File: config.mk
export PLATFORM = sky130hd
export DESIGN_NAME = alu_hs
export DESIGN_NICKNAME = d
export VERILOG_FILES = /design/src/rtl/alu_hs.sv
export SDC_FILE = /design/constraint.sdc
export NUM_CORES = 1
export LEC_CHECK = 0
export CAP_MARGIN = 10
export CELL_PAD_IN_SITES_DETAIL_PLACEMENT = 0
export CELL_PAD_IN_SITES_GLOBAL_PLACEMENT = 1
export CORE_UTILIZATION = 42
export DETAILED_ROUTE_END_ITERATION = 7
export HOLD_SLACK_MARGIN = 0.1
export PLACE_DENSITY = 0.87
export SYNTH_ARGS = -nofsm -noshare
export SYNTH_HDL_FRONTEND = slang
export SYNTH_SLANG_ARGS = --single-unit
File: constraint.sdc
create_clock -name i_clk -period 3.3 [get_ports i_clk]
set_clock_uncertainty 0.15 [all_clocks]
set_input_delay 0.66 -clock i_clk [delete_from_list [all_inputs] [get_ports i_clk]]
set_output_delay 0.66 -clock i_clk [all_outputs]
set_load 0.005 [all_outputs]
File: src/rtl/alu_hs.sv
// Handshaked signed ALU: single-cycle arithmetic/logic ops, an iterative
// shift-add multiply and a persistent accumulator behind valid/ready channels.
module alu_hs #(
  parameter  int WIDTH = 8,
  localparam int CNT_W = $clog2(WIDTH + 1)
) (
  input  logic             i_clk,
  input  logic             i_rstn,
  input  logic             i_valid,
  output logic             o_ready,
  input  logic [2:0]       i_oper,
  input  logic [WIDTH-1:0] i_arg0,
  input  logic [WIDTH-1:0] i_arg1,
  output logic             o_valid,
  input  logic             i_ready,
  output logic [WIDTH-1:0] o_result,
  output logic [3:0]       o_flag
);

  typedef enum logic [1:0] {S_IDLE, S_BUSY, S_DONE} state_t;
  typedef enum logic [2:0] {
    OP_SUB   = 3'b000,
    OP_NAND  = 3'b001,
    OP_SONES = 3'b010,
    OP_OHDEC = 3'b011,
    OP_ADD   = 3'b100,
    OP_MUL   = 3'b101,
    OP_ACC   = 3'b110,
    OP_CLR   = 3'b111
  } op_t;

  localparam int                 MSB         = WIDTH - 1;
  localparam logic [CNT_W-1:0]   LAST_ITER   = CNT_W'(WIDTH - 1);
  localparam logic [2*WIDTH-1:0] MAX_POS     = {{(WIDTH+1){1'b0}}, {(WIDTH-1){1'b1}}};
  localparam logic [2*WIDTH-1:0] MAX_NEG_MAG = MAX_POS + (2*WIDTH)'(1);

  state_t             state_q, state_d;
  logic [WIDTH-1:0]   result_q, result_d;
  logic [3:0]         flag_q, flag_d;
  logic [WIDTH-1:0]   acc_q, acc_d;
  logic [2*WIDTH-1:0] mcand_q, mcand_d;
  logic [WIDTH:0]     mplier_q, mplier_d;
  logic [2*WIDTH-1:0] prod_q, prod_d;
  logic               neg_q, neg_d;
  logic [CNT_W-1:0]   cnt_q, cnt_d;

  op_t                op;
  logic               accept;
  logic [WIDTH-1:0]   sum, diff, acc_sum;
  logic               ones_run;
  logic [CNT_W-1:0]   ones_cnt, hot_cnt;
  logic [WIDTH-1:0]   hot_idx;
  logic [WIDTH-1:0]   sc_res;
  logic               sc_err, sc_ovf;
  logic [WIDTH:0]     mag_a, mag_b;
  logic [2*WIDTH-1:0] prod_nxt;
  logic               mul_ovf;
  logic [WIDTH-1:0]   mul_low;

  function automatic logic [3:0] mk_flag(input logic [WIDTH-1:0] r,
                                         input logic err, input logic ovf);
    logic nz;
    nz = |r;
    return {ovf, ~r[MSB] & nz, r[MSB] & nz, err};
  endfunction

  assign op      = op_t'(i_oper);
  assign o_ready = i_rstn && (state_q == S_IDLE || (state_q == S_DONE && i_ready));
  assign accept  = i_valid && o_ready;
  assign o_valid = (state_q == S_DONE);
  assign o_result = result_q;
  assign o_flag   = flag_q;

  // Single-cycle op results, evaluated directly on the operands being accepted.
  // NOTE: every always_comb output gets a default first so no latch is inferred.
  always_comb begin
    sum      = i_arg0 + i_arg1;
    diff     = i_arg0 - i_arg1;
    acc_sum  = acc_q + i_arg0;
    ones_run = 1'b1;
    ones_cnt = '0;
    hot_cnt  = '0;
    hot_idx  = '0;
    sc_res   = '0;
    sc_err   = 1'b0;
    sc_ovf   = 1'b0;
    for (int i = WIDTH - 1; i >= 0; i--) begin
      if (ones_run && i_arg0[i]) ones_cnt = ones_cnt + CNT_W'(1);
      else                       ones_run = 1'b0;
    end
    for (int i = 0; i < WIDTH; i++) begin
      if (i_arg0[i]) begin
        hot_cnt = hot_cnt + CNT_W'(1);
        hot_idx = WIDTH'(i);
      end
    end
    case (op)
      OP_SUB: begin
        sc_res = diff;
        sc_ovf = (i_arg0[MSB] != i_arg1[MSB]) && (diff[MSB] != i_arg0[MSB]);
      end
      OP_NAND:  sc_res = ~(i_arg0 & i_arg1);
      OP_SONES: sc_res = WIDTH'(ones_cnt);
      OP_OHDEC: begin
        if (hot_cnt == CNT_W'(1)) sc_res = hot_idx;
        else                      sc_err = 1'b1;
      end
      OP_ADD: begin
        sc_res = sum;
        sc_ovf = (i_arg0[MSB] == i_arg1[MSB]) && (sum[MSB] != i_arg0[MSB]);
      end
      OP_MUL:   sc_res = '0;
      OP_ACC: begin
        sc_res = acc_sum;
        sc_ovf = (acc_q[MSB] == i_arg0[MSB]) && (acc_sum[MSB] != acc_q[MSB]);
      end
      OP_CLR:   sc_res = '0;
    endcase
  end

  // Multiply datapath: magnitudes are WIDTH+1 bits so the most negative
  // operand has a representable absolute value.
  always_comb begin
    mag_a    = i_arg0[MSB] ? ({1'b0, ~i_arg0} + (WIDTH+1)'(1)) : {1'b0, i_arg0};
    mag_b    = i_arg1[MSB] ? ({1'b0, ~i_arg1} + (WIDTH+1)'(1)) : {1'b0, i_arg1};
    prod_nxt = prod_q + (mplier_q[0] ? mcand_q : '0);
    mul_ovf  = neg_q ? (prod_nxt > MAX_NEG_MAG) : (prod_nxt > MAX_POS);
    mul_low  = neg_q ? (~prod_nxt[MSB:0] + WIDTH'(1)) : prod_nxt[MSB:0];
  end

  always_comb begin
    state_d  = state_q;
    result_d = result_q;
    flag_d   = flag_q;
    acc_d    = acc_q;
    mcand_d  = mcand_q;
    mplier_d = mplier_q;
    prod_d   = prod_q;
    neg_d    = neg_q;
    cnt_d    = cnt_q;

    case (state_q)
      S_BUSY: begin
        prod_d   = prod_nxt;
        mcand_d  = mcand_q << 1;
        mplier_d = mplier_q >> 1;
        cnt_d    = cnt_q + CNT_W'(1);
        if (cnt_q == LAST_ITER) begin
          state_d  = S_DONE;
          result_d = mul_low;
          flag_d   = mk_flag(mul_low, 1'b0, mul_ovf);
        end
      end
      S_DONE: begin
        if (i_ready && !i_valid) state_d = S_IDLE;
      end
      S_IDLE: ;
      default: state_d = S_IDLE;
    endcase

    // accept is only possible from IDLE or from DONE with i_ready high.
    if (accept) begin
      if (op == OP_MUL) begin
        state_d  = S_BUSY;
        mcand_d  = {{(WIDTH-1){1'b0}}, mag_a};
        mplier_d = mag_b;
        prod_d   = '0;
        neg_d    = i_arg0[MSB] ^ i_arg1[MSB];
        cnt_d    = '0;
      end else begin
        state_d  = S_DONE;
        result_d = sc_res;
        flag_d   = mk_flag(sc_res, sc_err, sc_ovf);
        if (op == OP_ACC) acc_d = acc_sum;
        if (op == OP_CLR) acc_d = '0;
      end
    end
  end

  // NOTE: sequential state uses non-blocking assignments so every flop samples
  // the pre-edge values regardless of statement order.
  always_ff @(posedge i_clk or negedge i_rstn) begin
    if (!i_rstn) begin
      state_q  <= S_IDLE;
      result_q <= '0;
      flag_q   <= '0;
      acc_q    <= '0;
      // NOTE: the multiply registers are reset as well, so an aborted multiply
      // leaves no stale partial product behind.
      mcand_q  <= '0;
      mplier_q <= '0;
      prod_q   <= '0;
      neg_q    <= 1'b0;
      cnt_q    <= '0;
    end else begin
      state_q  <= state_d;
      result_q <= result_d;
      flag_q   <= flag_d;
      acc_q    <= acc_d;
      mcand_q  <= mcand_d;
      mplier_q <= mplier_d;
      prod_q   <= prod_d;
      neg_q    <= neg_d;
      cnt_q    <= cnt_d;
    end
  end

endmodule

==> impl_metrics.py, run 1 <==
metrics = {
    "run_status": {
        "status": "complete, but fails checks",
        "violations": "negative setup slack",
    },
    "global_routing": {
        "overflow": 0,
        "antenna_found_initial": 0,
        "grt_pass1_vias": 6266,
        "grt_max_degree": 70,
        "grt_pass1_wl_um": 30200,
        "grtUsageTotal": 0.252,
    },
    "layout": {
        "drive_above_1_share": 0.321,
        "instances_no_fill": 1129,
        "finalCoreUtilization": 0.612,
        "syn2layout_area_growth_pct": 42.7,
        "fillers": 1221,
        "insertedDiodeCount": 0,
        "final_net_count": 1020,
    },
    "timing": {
        "final_hold_viol_count": 0,
        "drv_slew": 0,
        "rsz0062_at_grt": "yes",
        "fmax_mhz": 220,
        "slew_headroom": 0.425,
        "finalCritPeriodShare": 1.38,
        "fin_hold_ws_ns": 0.333,
        "worst_slack_ns": -1.25,
        "setup-tns-final_ns": -6.01,
        "worstMarginPinSlew_ns": 0.863,
        "setup_violations": 7,
        "post-route-min-period_ns": 4.55,
    },
    "critical_path": {
        "crit_slowest_cell": "ha_1",
        "critical_path_class": "input pin to flop",
        "crit_top_cell": "ha_4",
        "crit_start": "i_arg0[0]",
        "reg2reg_from": "mplier_q[0]",
        "arrival_ns": 4.63,
        "worst_ep_required_time_ns": 3.38,
        "crit_family": "adder cells",
        "end_kind": "flop",
        "max_stage_delay_ns": 0.30,
        "worstPathMaxFanout": 3,
        "cp-start-kind": "input pin",
        "cp.buffers_inverters": 4,
    },
    "yosys": {
        "syn_avg_cell_area_um2": 8.15,
        "yosysSeqAreaShare": 0.274,
        "syn_nets": 843,
        "async_flop_share": 1.00,
        "synth_cell_types": 69,
        "synth_seq_cells": 68,
        "syn_area_um2": 6210,
        "netlist_instances": 763,
        "synth_flop_cell": "dfrtp_1",
        "synth_edf_count": 0,
        "ys.warnings.count": 0,
    },
    "clock_tree": {
        "numClockSinks": 68,
        "cts_buffers": 9,
        "clockBufferDepth": 2,
        "clock_latency_ns": 0.33,
        "cts-htree-levels": 3,
        "cts_tree": "yes",
        "clk_pin_slew_ns": 0.06,
        "root_buffer": "clkbuf_16",
    },
    "power_and_ir_drop": {
        "p_sw_frac": 0.394,
        "power_uw": 6040,
        "power_density_nw_per_um2": 681,
        "p_int_uw": 3660,
        "pwr-share-comb": 0.574,
        "vdd_drop_max_mv": 0.391,
        "p_seq_frac": 0.240,
        "clockPowerShare": 0.186,
        "p_switching_uw": 2380,
        "p_leak_uw": 0.00398,
    },
    "routing": {
        "wirelength_um": 19200,
        "viasPerCell": 5.67,
        "drc": 0,
        "wl_per_cell_um": 17.0,
        "drt-initial-drc-count": 458,
        "ant_nets": 0,
        "drt_pre_antenna_iters": 5,
        "vias": 6403,
    },
    "place": {
        "gp_congestion": 0.932,
        "post-dp-hpwl_um": 13700,
        "dp.cells": 1087,
        "port_buffers": 36,
    },
    "die": {
        "die_height_um": 124,
        "io_pins": 37,
        "die_w_um": 124,
        "design.core.area_um2": 14500,
        "row_count": 44,
        "dieArea_um2": 15300,
        "start_util": 0.429,
    },
    "min_path": {
        "hp-class": "flop to flop",
        "worstHoldStart": "acc_q[6]",
    },
    "job": {
        "maxCapViolCount": 0,
    },
}
-- cell type report --
| cell class | count | area [um^2] | area share |
|---|---|---|---|
| inverters | 30 | 128 | 0.0144 |
| clock inverters | 7 | 125 | 0.0141 |
| repair buffers | 204 | 1630 | 0.184 |
| flip-flops and latches | 68 | 1700 | 0.192 |
| well taps | 184 | 230 | 0.0260 |
| clock buffers | 9 | 225 | 0.0254 |
| multi-input cells | 627 | 4820 | 0.544 |
-- flip-flops by register name, summed over array words and instances, names as in the netlist --
name and flops:
cnt_q 4, neg_q 1, mplier_q 9, acc_q 8, state_q 2, mcand_q 16
o_flag 4, o_result 8, prod_q 16
-- power by group through the flow --
stage	clock, uW	sequential [uW]	combinational (uW)
final	1120	1450	3470
after global routing	1170	1500	3800
after global placement	0	1440	2800
after detailed placement	0	1460	2880
after floorplan	0	1370	1910
after CTS	1130	1450	3050
-- metal layers --
metal,up-vias,share of wire,track usage
met3,43,0.047,0.0284
met2,185,0.47,0.406
met5,-,0,0
li1,3078,-,-
met1,3097,0.45,0.347
met4,0,0.030,0.0949
-- through the flow --
stage / setup slack, ns / area [um^2]
4_1_cts: -1.31 / 8490
5_1_grt: -1.43 / 8870
3_5_place_dp: -2.44 / 7820
3_3_place_gp: -2.23 / 7820
6_report: -1.25 / 8870
2_1_floorplan: -1.65 / 6340
-- logic make-up (layout without fill, tap and decap cells) --
logic type	Yosys count	after routing	share of synthesized area
and+or+nand+nor	274	274	0.216
DFF	68	68	0.274
buffers and inverters	68	250	0.0417
muxes	26	26	0.0431
xor gates and xnor gates	52	52	0.0799
adders and majority gates	57	57	0.120
AOI/OAI and AO/OA	218	218	0.226
-- worst register-to-register path, cell delays in order (launching register included) --
cell and delay, ns:
dfrtp_1 0.40, buf_4 0.15, and2_1 0.14, ha_1 0.30
and3_4 0.20, a22o_1 0.25, o2111ai_2 0.23, a21boi_2 0.09
or3_4 0.35, a211oi_2 0.24, nand4_1 0.17, nor4_2 0.29
buf_4 0.17, o2bb2ai_1 0.06
-- path summary, 6_finish.rpt --
check,depth (start not counted),slack [ns],endpoint
min reg2reg,2,0.33,acc_q[6]
max reg2reg,13,-0.01,o_flag[3]
max in group asynchronous,2,2.03,acc_q[1]
max,27,-1.25,o_flag[2]
min,2,0.33,acc_q[6]
min in group asynchronous,2,0.40,prod_q[9]
-- placed cells by master, fill, tap and decap left out, drive strengths merged, types with 19 or more instances in the layout --
| cell | instances |
|---|---|
| buf | 176 |
| xnor2 | 38 |
| a21oi | 63 |
| inv | 29 |
| o21ai | 52 |
| dfrtp | 68 |
| mux2i | 20 |
| ha | 53 |
| nand3 | 19 |
| nand2 | 105 |
| and2 | 25 |
| nor2 | 44 |
| clkdlybuf4s50 | 26 |
-- what timing repair did --
item,in CTS,in global routing
cloned,0,0
endpoints found under the setup margin,14,13
buffers inserted,24,12
hold buffers,0,0
gates resized for setup,85,67
pin swaps,34,39
-- synth_stat cells, drive strengths merged, types with 4 or more instances --
cell type | n | area share
o21ai | 52 | 0.042
nor3b | 5 | 0.0060
fa | 4 | 0.013
nor3 | 15 | 0.012
nand2 | 105 | 0.063
clkbuf | 30 | 0.018
nor2b | 12 | 0.012
nor2 | 44 | 0.027
o21bai | 8 | 0.0097
nor4b | 5 | 0.0070
a31oi | 5 | 0.0050
a21boi | 6 | 0.0072
ha | 53 | 0.11
mux2i | 20 | 0.032
xnor2 | 38 | 0.058
nand2b | 11 | 0.011
buf | 8 | 0.0054
a221oi | 4 | 0.0056
o21a | 4 | 0.0048
and2 | 25 | 0.025
or3 | 10 | 0.010
mux2 | 6 | 0.011
a22o | 5 | 0.0070
o22ai | 6 | 0.0060
o31ai | 7 | 0.0085
inv | 29 | 0.018
a21o | 11 | 0.013
nand3 | 19 | 0.015
a21oi | 63 | 0.051
xor2 | 13 | 0.018
nand3b | 6 | 0.0072
dfrtp | 68 | 0.27
a211oi | 17 | 0.021
nand4 | 4 | 0.0040
Power figures use the tool's default switching activity.
==> run 2: changes to the inputs <==
--- a/config.mk
+++ b/config.mk
@@ -9,6 +9,7 @@
 export CELL_PAD_IN_SITES_DETAIL_PLACEMENT = 0
 export CELL_PAD_IN_SITES_GLOBAL_PLACEMENT = 1
 export CORE_UTILIZATION = 42
+export CTS_CLUSTER_SIZE = 30
 export DETAILED_ROUTE_END_ITERATION = 7
 export HOLD_SLACK_MARGIN = 0.1
 export PLACE_DENSITY = 0.87
==> results of run 2 <==
Same layout as run 1: the final DEF is identical, and so are final timing and power.
==> run 3: changes to the inputs <==
--- a/config.mk
+++ b/config.mk
@@ -8,11 +8,12 @@
 export CAP_MARGIN = 10
 export CELL_PAD_IN_SITES_DETAIL_PLACEMENT = 0
 export CELL_PAD_IN_SITES_GLOBAL_PLACEMENT = 1
-export CORE_UTILIZATION = 42
+export CORE_UTILIZATION = 43
+export CTS_BUF_LIST = sky130_fd_sc_hd__clkbuf_8
 export CTS_CLUSTER_SIZE = 30
 export DETAILED_ROUTE_END_ITERATION = 7
 export HOLD_SLACK_MARGIN = 0.1
-export PLACE_DENSITY = 0.87
+export PLACE_DENSITY = 0.89
 export SYNTH_ARGS = -nofsm -noshare
 export SYNTH_HDL_FRONTEND = slang
 export SYNTH_SLANG_ARGS = --single-unit
==> run 3 against run 2 <==
Net effect:
- the flow still finishes with violations (negative setup slack)
- total power is 6.9% lower
- core utilization up 0.30 points
- setup slack got worse by 0.052 ns
- register-to-register slack improved by 0.10 ns
- first-iteration DRC count is 5.9% lower
- non-clock buffer count is 12 lower
- sequential share of layout area rose by 0.59 points
- largest cell class unchanged
- highest routed layer unchanged
==> impl_metrics.py, run 3 (synthesized netlist as in run 1, its figures left out) <==
metrics = {
    "timing": {
        "final_hold_viol_count": 0,
        "worst_slack_ns": -1.30,
        "drv_slew": 0,
        "setup_violations": 6,
        "slew_headroom": 0.416,
        "fmax_mhz": 217,
        "worstMarginPinSlew_ns": 0.875,
        "post-route-min-period_ns": 4.60,
        "rsz0062_at_grt": "yes",
        "finalCritPeriodShare": 1.39,
        "setup-tns-final_ns": -6.13,
    },
    "power_and_ir_drop": {
        "vdd_drop_max_mv": 0.310,
        "power_density_nw_per_um2": 654,
        "p_leak_uw": 0.00391,
        "power_uw": 5630,
    },
    "layout": {
        "layout_commonest_cell": "buf_4",
        "multi_input_area_um2": 4760,
        "fillers": 1218,
        "syn2layout_area_growth_pct": 38.5,
        "register_area_um2": 1700,
        "top_regs": "mcand_q (16), prod_q (16), mplier_q (9)",
        "final_net_count": 1008,
        "insertedDiodeCount": 0,
        "finalCoreUtilization": 0.615,
        "drive_above_1_share": 0.301,
        "mostFrequentLayoutCells": "buf_4, nand2_1, dfrtp_1, a21oi_1, o21ai_0",
    },
    "routing": {
        "wl_per_cell_um": 16.6,
        "viasPerCell": 5.63,
        "ant_nets": 0,
        "drc": 0,
        "drt-initial-drc-count": 431,
        "wirelength_um": 18500,
        "vias": 6267,
        "drt_pre_antenna_iters": 4,
    },
    "die": {
        "start_util": 0.444,
        "design.core.area_um2": 14000,
        "dieArea_um2": 14900,
        "die_height_um": 122,
        "row_count": 43,
        "io_pins": 37,
        "die_w_um": 122,
    },
    "run_status": {
        "violations": "negative setup slack",
        "status": "complete, but fails checks",
    },
    "place": {
        "port_buffers": 36,
        "post-dp-hpwl_um": 13700,
        "gp_congestion": 0.930,
        "place_ws_ns": -2.39,
    },
    "global_routing": {
        "grt_max_degree": 70,
        "grt_pass1_vias": 6221,
        "grtUsageTotal": 0.252,
        "overflow": 0,
        "antenna_found_initial": 0,
        "grt_pass1_wl_um": 29800,
    },
    "critical_path": {
        "critical_path_class": "input pin to flop",
        "r2r_slack_ns": 0.09,
        "end_kind": "flop",
        "r2r_cells": 13,
        "worstPathMaxFanout": 3,
        "crit_top_cell": "ha_4",
        "arrival_ns": 4.69,
        "worst_ep_required_time_ns": 3.40,
        "cp-start-kind": "input pin",
        "r2r_end": "o_flag[2]",
        "endpoint": "o_flag[2]",
        "crit_slowest_cell": "or3_4",
        "crit_start": "i_arg0[1]",
        "max_stage_delay_ns": 0.37,
        "reg2reg_from": "acc_q[0]",
    },
    "clock_tree": {
        "cts-htree-levels": 3,
        "clk_pin_slew_ns": 0.08,
        "cts_buffers": 9,
        "hold_buffers": 0,
        "clockBufferDepth": 2,
        "cts_tree": "yes",
        "clock_latency_ns": 0.35,
        "numClockSinks": 68,
        "root_buffer": "clkbuf_8",
    },
    "job": {
        "maxCapViolCount": 0,
    },
    "min_path": {
        "hp-class": "flop to flop",
    },
}
## run 3: timing repair
| action | 4_1_cts | 5_1_grt |
|---|---|---|
| setup endpoints to repair | 13 | 13 |
| setup buffers | 14 | 7 |
| pin swaps | 32 | 49 |
| gates resized for setup | 56 | 85 |
| gates cloned | 0 | 0 |
| hold endpoints to repair | 0 | 0 |
## run 3: worst min-delay path by stage
stage	startpoint	endpoint	slack (ns)	cells after the start
floorplan	i_rstn	acc_q[0]	0.21	0
global placement	acc_q[5]	acc_q[5]	0.32	2
detailed placement	acc_q[6]	acc_q[6]	0.34	2
CTS	acc_q[6]	acc_q[6]	0.36	2
global route	mplier_q[8]	mplier_q[8]	0.38	2
finish	acc_q[6]	acc_q[6]	0.35	2
## run 3: area by class of cell
class	count	area share
Sequential cell	68	0.198
Clock inverter	7	0.0115
Clock buffer	9	0.0144
Multi-Input combinational cell	627	0.553
Tap cell	180	0.0262
Inverter	30	0.0145
Timing Repair Buffer	192	0.182
## run 3: critical path: cells and delay by family
kind	cells	cell delay [ns]
AOI/OAI and AO/OA	7	1.11
xor gates and xnor gates	1	0.16
adders and majority gates	6	1.45
buffers and inverters	4	0.23
and+or+nand+nor	7	1.08
## run 3: metrics by stage
stage               hold WS, ns  area, um^2  cells
floorplan                 0.214        6340    763
global placement          0.320        7760   1076
detailed placement        0.340        7760   1076
CTS                       0.359        8220   1106
global route              0.383        8610   1113
finish                    0.355        8610   1113
## run 3: report_power, final
part           switching [uW]  internal, uW
sequential                277          1180
combinational            1700          1690
clock                     353           429
## run 3: layer usage
metal  up-vias  GRT usage  part of all wire
met3        32     0.0414             0.043
met5         -          0                 0
li1       3057          -                 -
met4         0     0.0671             0.020
met1      3033      0.331              0.45
met2       145      0.427              0.48
